==> config.mk <==
export PLATFORM = sky130hd
export DESIGN_NAME = acc_trua_stage
export DESIGN_NICKNAME = d
export VERILOG_FILES = /design/src/rtl/acc_trua_stage.sv
export SDC_FILE = /design/constraint.sdc
export NUM_CORES = 1
export LEC_CHECK = 0
export CAP_MARGIN = 20
export CORE_MARGIN = 5
export CORE_UTILIZATION = 56
export DETAILED_ROUTE_END_ITERATION = 7
export PLACE_DENSITY = 0.91
export SYNTH_ARGS = -nofsm -noshare
export SYNTH_HDL_FRONTEND = slang
export SYNTH_SLANG_ARGS = --single-unit
==> constraint.sdc <==
create_clock -name clk -period 3.5 [get_ports clk]
set_clock_uncertainty 0.15 [all_clocks]
set_input_delay 0.7 -clock clk [delete_from_list [all_inputs] [get_ports clk]]
set_output_delay 0.7 -clock clk [all_outputs]
set_load 0.02 [all_outputs]
==> src/rtl/acc_trua_stage.sv <==
// acc_trua_stage: accumulates cfg_len signed products with a truncated adder (low IGNORE_BIT
// bits dropped) and offers the sum over valid/ready. Define ACC_SAT_EN to saturate on overflow.
module acc_trua_stage #(
   parameter int DATA_W     = 8,
   parameter int ACC_W      = 16,
   parameter int IGNORE_BIT = 2,
   parameter int LEN_W      = 8
) (
   input  logic                     clk,
   input  logic                     rst_n,
   input  logic                     clear,
   input  logic [LEN_W-1:0]         cfg_len,
   input  logic                     in_valid,
   output logic                     in_ready,
   input  logic signed [DATA_W-1:0] in_data,
   output logic                     out_valid,
   input  logic                     out_ready,
   output logic signed [ACC_W-1:0]  out_data,
   output logic                     ovf
);
   localparam int FW = ACC_W - IGNORE_BIT;
   localparam logic [LEN_W-1:0] LEN_ONE = LEN_W'(1);

   typedef enum logic [1:0] {IDLE, ACC, HOLD} state_e;

   state_e                    state_q, state_d;
   logic signed [ACC_W-1:0]   acc_q, acc_d;
   logic [LEN_W-1:0]          cnt_q, cnt_d;
   logic [LEN_W-1:0]          len_q, len_d;
   logic                      ovf_q, ovf_d;
   logic signed [ACC_W-1:0]   out_data_q, out_data_d;

   logic signed [ACC_W-1:0]   acc_base;
   logic signed [ACC_W-1:0]   ext;
   logic [ACC_W:0]            add_res;
   logic                      sum_ovf;
   logic signed [ACC_W-1:0]   sum_val;
   logic                      beat;
   logic [LEN_W-1:0]          eff_len;

   // Returns {overflow, sum}; only the upper FW bits take part in the add.
   function automatic logic [ACC_W:0] trunc_add(input logic signed [ACC_W-1:0] x,
                                                input logic signed [ACC_W-1:0] y);
      logic [FW-1:0]    xf, yf, sf;
      logic [ACC_W-1:0] s;
      xf = FW'(x >>> IGNORE_BIT);
      yf = FW'(y >>> IGNORE_BIT);
      sf = xf + yf;
      s  = ACC_W'(sf) << IGNORE_BIT;
      return {(xf[FW-1] == yf[FW-1]) && (sf[FW-1] != xf[FW-1]), s};
   endfunction

`ifdef ACC_SAT_EN
   localparam logic signed [ACC_W-1:0] ACC_MAX = {1'b0, {(ACC_W-1){1'b1}}};
   localparam logic signed [ACC_W-1:0] ACC_MIN = {1'b1, {(ACC_W-1){1'b0}}};

   // On overflow both operands share a sign, so the accumulator sign picks the rail.
   function automatic logic signed [ACC_W-1:0] saturate(input logic signed [ACC_W-1:0] s,
                                                        input logic o,
                                                        input logic neg);
      if (!o) return s;
      return neg ? ACC_MIN : ACC_MAX;
   endfunction
`endif

   assign in_ready  = (state_q != HOLD);
   assign out_valid = (state_q == HOLD);
   assign out_data  = out_data_q;
   assign ovf       = ovf_q;

   always_comb begin
      acc_base = (state_q == IDLE) ? '0 : acc_q;
      ext      = {{(ACC_W-DATA_W){in_data[DATA_W-1]}}, in_data};
      add_res  = trunc_add(acc_base, ext);
      sum_ovf  = add_res[ACC_W];
`ifdef ACC_SAT_EN
      sum_val  = saturate(add_res[ACC_W-1:0], sum_ovf, acc_base[ACC_W-1]);
`else
      sum_val  = add_res[ACC_W-1:0];
`endif
   end

   always_comb begin
      state_d    = state_q;
      acc_d      = acc_q;
      cnt_d      = cnt_q;
      len_d      = len_q;
      ovf_d      = ovf_q;
      out_data_d = out_data_q;
      beat       = in_valid && in_ready;
      eff_len    = (cfg_len == '0) ? LEN_ONE : cfg_len;
      if (clear) begin
         state_d = IDLE;
         acc_d   = '0;
         cnt_d   = '0;
         ovf_d   = 1'b0;
      end else begin
         case (state_q)
            IDLE: begin
               if (beat) begin
                  acc_d = sum_val;
                  cnt_d = LEN_ONE;
                  ovf_d = 1'b0;
                  len_d = eff_len;
                  if (eff_len == LEN_ONE) begin
                     state_d    = HOLD;
                     out_data_d = sum_val;
                  end else begin
                     state_d = ACC;
                  end
               end
            end
            ACC: begin
               if (beat) begin
                  acc_d = sum_val;
                  cnt_d = cnt_q + LEN_ONE;
                  ovf_d = ovf_q | sum_ovf;
                  if (cnt_q + LEN_ONE == len_q) begin
                     state_d    = HOLD;
                     out_data_d = sum_val;
                  end
               end
            end
            HOLD: begin
               if (out_ready) begin
                  state_d = IDLE;
                  cnt_d   = '0;
               end
            end
            default: state_d = IDLE;
         endcase
      end
   end

   always_ff @(posedge clk or negedge rst_n) begin
      if (!rst_n) begin
         state_q    <= IDLE;
         acc_q      <= '0;
         cnt_q      <= '0;
         len_q      <= '0;
         ovf_q      <= 1'b0;
         out_data_q <= '0;
      end else begin
         state_q    <= state_d;
         acc_q      <= acc_d;
         cnt_q      <= cnt_d;
         len_q      <= len_d;
         ovf_q      <= ovf_d;
         out_data_q <= out_data_d;
      end
   end

endmodule

=== After elaboration in Yosys (flattened, before gate mapping) ===
Index checks and enable logic that the tools add are counted.

* Add/sub/neg operators: 2
* Equal/unequal tests: 15
* Multiplexer cells: 26
* Bitwise operators: 2
* Reduce and logical (&&, ||, !) cells: 16

{| class="wikitable"
|+ Operators with widths
! cell !! count
|-
| two-way mux 16 bit || 8
|-
| two-way mux 8 bit || 5
|-
| one-hot mux 16 bit (2 select lines) || 1
|-
| one-hot mux 8 bit (3 select lines) || 1
|-
| adder 14 bit || 1
|-
| two-way mux 2 bit || 6
|-
| inequality test 3 bit, second input constant || 3
|-
| adder 8 x 1 -> 8 bit, second input constant || 1
|-
| == test 8 x 1 -> 1 bit, second input constant || 1
|-
| == test 8 bit || 1
|-
| logical NOT 8 bit || 1
|-
| inequality test 2 bit, second input constant || 4
|-
| AND reduction 4 bit || 2
|-
| one-hot mux 2 bit (3 select lines) || 1
|-
| AND reduction 3 bit || 2
|-
| AND reduction 6 bit || 1
|-
| nonzero test 2 bit || 3
|-
| nonzero test 4 bit || 1
|-
| two-way mux 1 bit || 3
|-
| inequality test 3 x 2 -> 1 bit, second input constant || 1
|-
| nonzero test 3 bit || 1
|-
| == test 2 x 1 -> 1 bit, second input constant || 1
|-
| == test 2 bit, second input constant || 1
|-
| logical AND 1 bit || 2
|-
| 9 further kinds || 9
|}

* Register bits: 51
* Input port bits: 21
* Word-level logic and storage cells: 67

=== Longest topological paths before layout ===
* Depth after elaboration: 9
* Mapped depth: 14
* Gate-level depth less buffers: 12

=== Worst setup path before layout ===
OpenSTA, ideal clock, no wires.

* Path type: register to register
* Start point: reg state_q[0]
* End point: reg out_data_q[12] (netlist: out_data[12])
* Library setup time: 0.064 ns
* Arrival: 2.965 ns
* Data required time: 3.286 ns
* Slack: 0.321 ns
* Cell stages (with the launch flop): 15
* Period minus slack after synthesis: 3.179 ns
* Cells stage by stage: dfrtp_1 > inv_1 > ha_1 > buf_2 > clkbuf_1 > nor2b_1 > ha_1 > inv_1 > fa_1 > nor2b_4 > o31a_1 > o32ai_4 > or4b_1 > o211ai_1 > mux2_4

* Longest elaborated chain between the ends: 6
* Elaborated cells between the ends (all ways): 17

{| class="wikitable"
|+ Ends and longest elaborated chain
! what !! line !! RTL
|-
| start: declaration || 26 || <nowiki>state_e state_q, state_d;</nowiki>
|-
| start signal: assignment || 144 || <nowiki>state_q <= state_d;</nowiki>
|-
| logical NOT 2 bit || 72, 98 ||
|-
| two-way mux 16 bit || 72 || <nowiki>acc_base = (state_q == IDLE) ? '0 : acc_q;</nowiki>
|-
| adder 14 bit || 48 || <nowiki>sf = xf + yf;</nowiki>
|-
| two-way mux 16 bit, on equally long branches || 118, 105 ||
|-
| two-way mux 16 bit, on equally long branches || 114, 100 ||
|-
| one-hot mux 16 bit (2 select lines) || 98 || <nowiki>case (state_q)</nowiki>
|-
| end signal: assignment || 149 || <nowiki>out_data_q <= out_data_d;</nowiki>
|-
| end: declaration || 31 || <nowiki>logic signed [ACC_W-1:0] out_data_q, out_data_d;</nowiki>
|}

Parallel ways exist; a longest one is shown, timed or not. The select of a mux whose other input is x is not followed.
A chain may end at the register's enable or synchronous reset.

=== Final worst setup path ===
* Start point: reg state_q[1]
* End point: reg out_data_q[12] (netlist: out_data[12])

Same word-level chain as after synthesis.

==> summary.md <==
| Metric | Value |
|---|---|
| Layout Cells excl Fill | `403` |
| Most frequent cell after synthesis | `dfrtp_1` |
| Hold Vio Cnt, Final | `0` |
| Inst Count DP | `394` |
| Post-synth EDFFs | `0` |
| Tightest Pin Transition | `0.819 ns` |
| Highest achievable clock rate | `303 MHz` |
| GP Congestion | `approximately 0.91` |
| Via count | `2,349` |
| I/O pins | `40` |
| Crit-path cells | `inv_1, ha_1, nor2b_1, ha_1, inv_1, fa_1, nor2b_4, o31a_1, o32ai_4, or4b_1, o211ai_1, mux2_4` |
| TritonCTS clock tree | `yes` |
| Top cells by area, synth | `dfrtp_1, ha_1, mux2_4` |
| RSZ-0062 raised after global routing | `no` |
| Largest net degree at the start of global routing | `48` |
| Yosys reg bits | `47` |
| WS Path Type | `flop to flop` |
| Dpl cell area | `~3500 sq um` |
| Die width | `83.9 um` |
| GRT Util Overall | `0.196` |
| Die height | `83.9 um` |
| Asr flop ratio synth | `1.00` |
| Top-area cell type share of the netlist area | `0.384` |
| Worst-skew pair later-pin latency | `0.30 ns` |
| Static Leak | `1.58 nW` |
| Pwr/cell area | `741 nW/um^2` |
| Area leader, netlist | `dfrtp_1` |
| Clock Tree Buf Depth | `2` |
| Port bufs | `35` |
| Area growth, synth to finish | `18.0%` |
| Vias per cell | `5.83` |
| Post-synthesis sequential area ratio | `0.384` |
| Post-DP HPWL | `between 4 and 5 mm` |
| H-tree levels | `2` |
| FF-to-FF Start | `state_q[1]` |
| Antenna violations before repair | `0` |
| CTS sink count | `47` |
| Quantity of gates resized following cts | `0` |
| Worst-path clk slew | `0.09 ns` |
| Synth Warn # | `0` |
| Most Crowded Layer GR | `met2` |
| Critical Path Source | `state_q[1]` |
| First-pass iteration count of the detailed router | `4` |
| Peak supply drop | `0.377 mV` |
| Layout Nets | `369` |
| Min-Delay Path Class | `input pin to async pin` |
| Storage cell area | `1180 sq um` |
| Max transition margin | `0.452` |
| N_diodes | `0` |
| Layout cells sized above 1 | `0.142` |
| DRC errors left | `0` |
| M2 GR Usage | `0.323` |
| Clock root cell | `clkbuf_8` |
| Std-Cell Rows | `27` |
| Slowest cell on crit path | `or4b_1` |
| Layout fillers | `around 430` |
| Mean Syn Cell Area | `10.4 sq um` |
| Ys flop type | `dfrtp_1` |
| Number of buffers created by CTS | `5` |
| Worst EP arrival | `3.39 ns` |
| Hold-fix buffer count after cts | `0` |
| CP max FO | `10` |
| Area of the core | `5410 sq um` |
| Synth top cells by count | `dfrtp_1, nor2_1, ha_1, nor2b_1, nand2_1` |
| Final cell area excluding filler cells | `3610 sq um` |
| CP startpoint kind | `flop` |
| Total grt overflow | `0` |
| Status | `completed` |
| First-pass GRT wire length | `11.3 mm` |
| Final period utilization | `0.942` |
| CP bufs+invs | `2` |
| Netlist Area Pre-Place | `3060 sq um` |
| Post-CTS Setup Bufs | `0` |
| Initial DRC Count | `111` |
| Finished Core Util | `0.668` |
| Area of the multi-input gates | `roughly 1800 sq um` |
| Worst hold slack | `0.0926 ns` |
| Netlist cell types | `55` |
| Vias in the first global route | `2,439` |
| Mapped Cells | `between 200 and 300` |
| Final wirelength | `6.61 mm` |
| Crit path max-delay family | `adder cells` |
| Critical Path RT | `between 3 and 4 ns` |
| GR Util met1 | `0.244` |
| Met3 usage | `0.0395` |
| Finish-stage setup viols | `0` |
| MaxCap Viol Count | `0` |
| Initial Utilization | `0.566` |
| Slew Limit Fails | `0` |
| Max incr delay on CP | `0.48 ns` |
| CP endpoint kind | `flop` |
| Die area | `7040 sq um` |
| Wire length per cell | `16.4 um` |
| Antenna Violating Nets Remaining | `0` |
| Final setup TNS | `0 ns` |
| Crit path time final | `3.30 ns` |
[placed cells by master, fill, tap and decap left out, types with 3 or more instances in the layout]
cell type        instances
nor2b_1                 17
xor2_1                   5
mux2_2                  12
clkdlybuf4s50_1         34
buf_4                    4
a22o_1                  15
o31ai_1                  5
a21oi_1                 11
ha_1                    17
o21a_1                   5
dfrtp_1                 47
inv_1                   12
and2_1                   3
nor3_1                   3
o21ai_0                 15
clkbuf_8                 5
mux2_4                  10
nand2_1                 16
xnor2_1                 13
nor2_1                  23
nand3_1                  7
or3_1                    3
[area by class of cell]
class,count,share of cell area
Multi-Input combinational cell,224,0.491
Sequential cell,47,0.326
Timing Repair Buffer,40,0.109
Tap cell,72,0.0249
Clock buffer,6,0.0201
Clock inverter,2,0.0166
Inverter,12,0.0125
[power by group]
group,leakage [nW],switching (W),internal (W)
clock,0.0654,0.000185,0.000286
combinational,0.910,0.000675,0.000664
sequential,0.601,0.000127,0.000741
total,1.58,0.000987,0.00169
[sequential cells by signal, indices dropped and copies added (netlist names)]
name      flops
acc_q        14
cnt_q         8
len_q         8
out_data     14
ovf           1
state_q       2
[per-layer routing]
layer | share of wire | vias to the layer above
met5 | 0 | -
li1 | - | 1121
met2 | 0.49 | 76
met1 | 0.43 | 1139
met3 | 0.047 | 13
met4 | 0.029 | 0
[stage by stage]
step / worst slack [ns] / power, W
2_1_floorplan: 0.321 / 0.00179
3_3_place_gp: 0.135 / 0.00215
3_5_place_dp: 0.101 / 0.00221
4_1_cts: 0.202 / 0.00269
5_1_grt: 0.0279 / 0.00285
6_report: 0.202 / 0.00268
[cell families after synthesis]
family / after synthesis / share of synthesized area
compound gates: 74 / 0.194
buf+inv: 24 / 0.0376
other cells: 1 / 0.00123
simple gates: 88 / 0.156
xor+xnor: 18 / 0.0515
mux: 24 / 0.0998
fa+ha+maj: 18 / 0.0760
flops: 47 / 0.384
[path summary, 6_finish.rpt]
kind | endpoint | slack, ns | cells past startpoint
setup / recovery | out_data[12] | 0.20 | 12
hold / removal | ovf | 0.09 | 1
setup reg to reg | out_data[12] | 0.20 | 12
hold reg to reg | acc_q[5] | 0.35 | 1
max in group asynchronous | out_data[14] | 2.62 | 2
min in group clk | acc_q[5] | 0.35 | 1
[worst register-to-register path: stages, from the launching register on]
cell	delay, ns
dfrtp_1	0.39
inv_1	0.10
ha_1	0.42
nor2b_1	0.10
ha_1	0.22
inv_1	0.08
fa_1	0.27
nor2b_4	0.06
o31a_1	0.30
o32ai_4	0.36
or4b_1	0.48
o211ai_1	0.14
mux2_4	0.18
No activity file was read; power rests on OpenSTA's default activity.
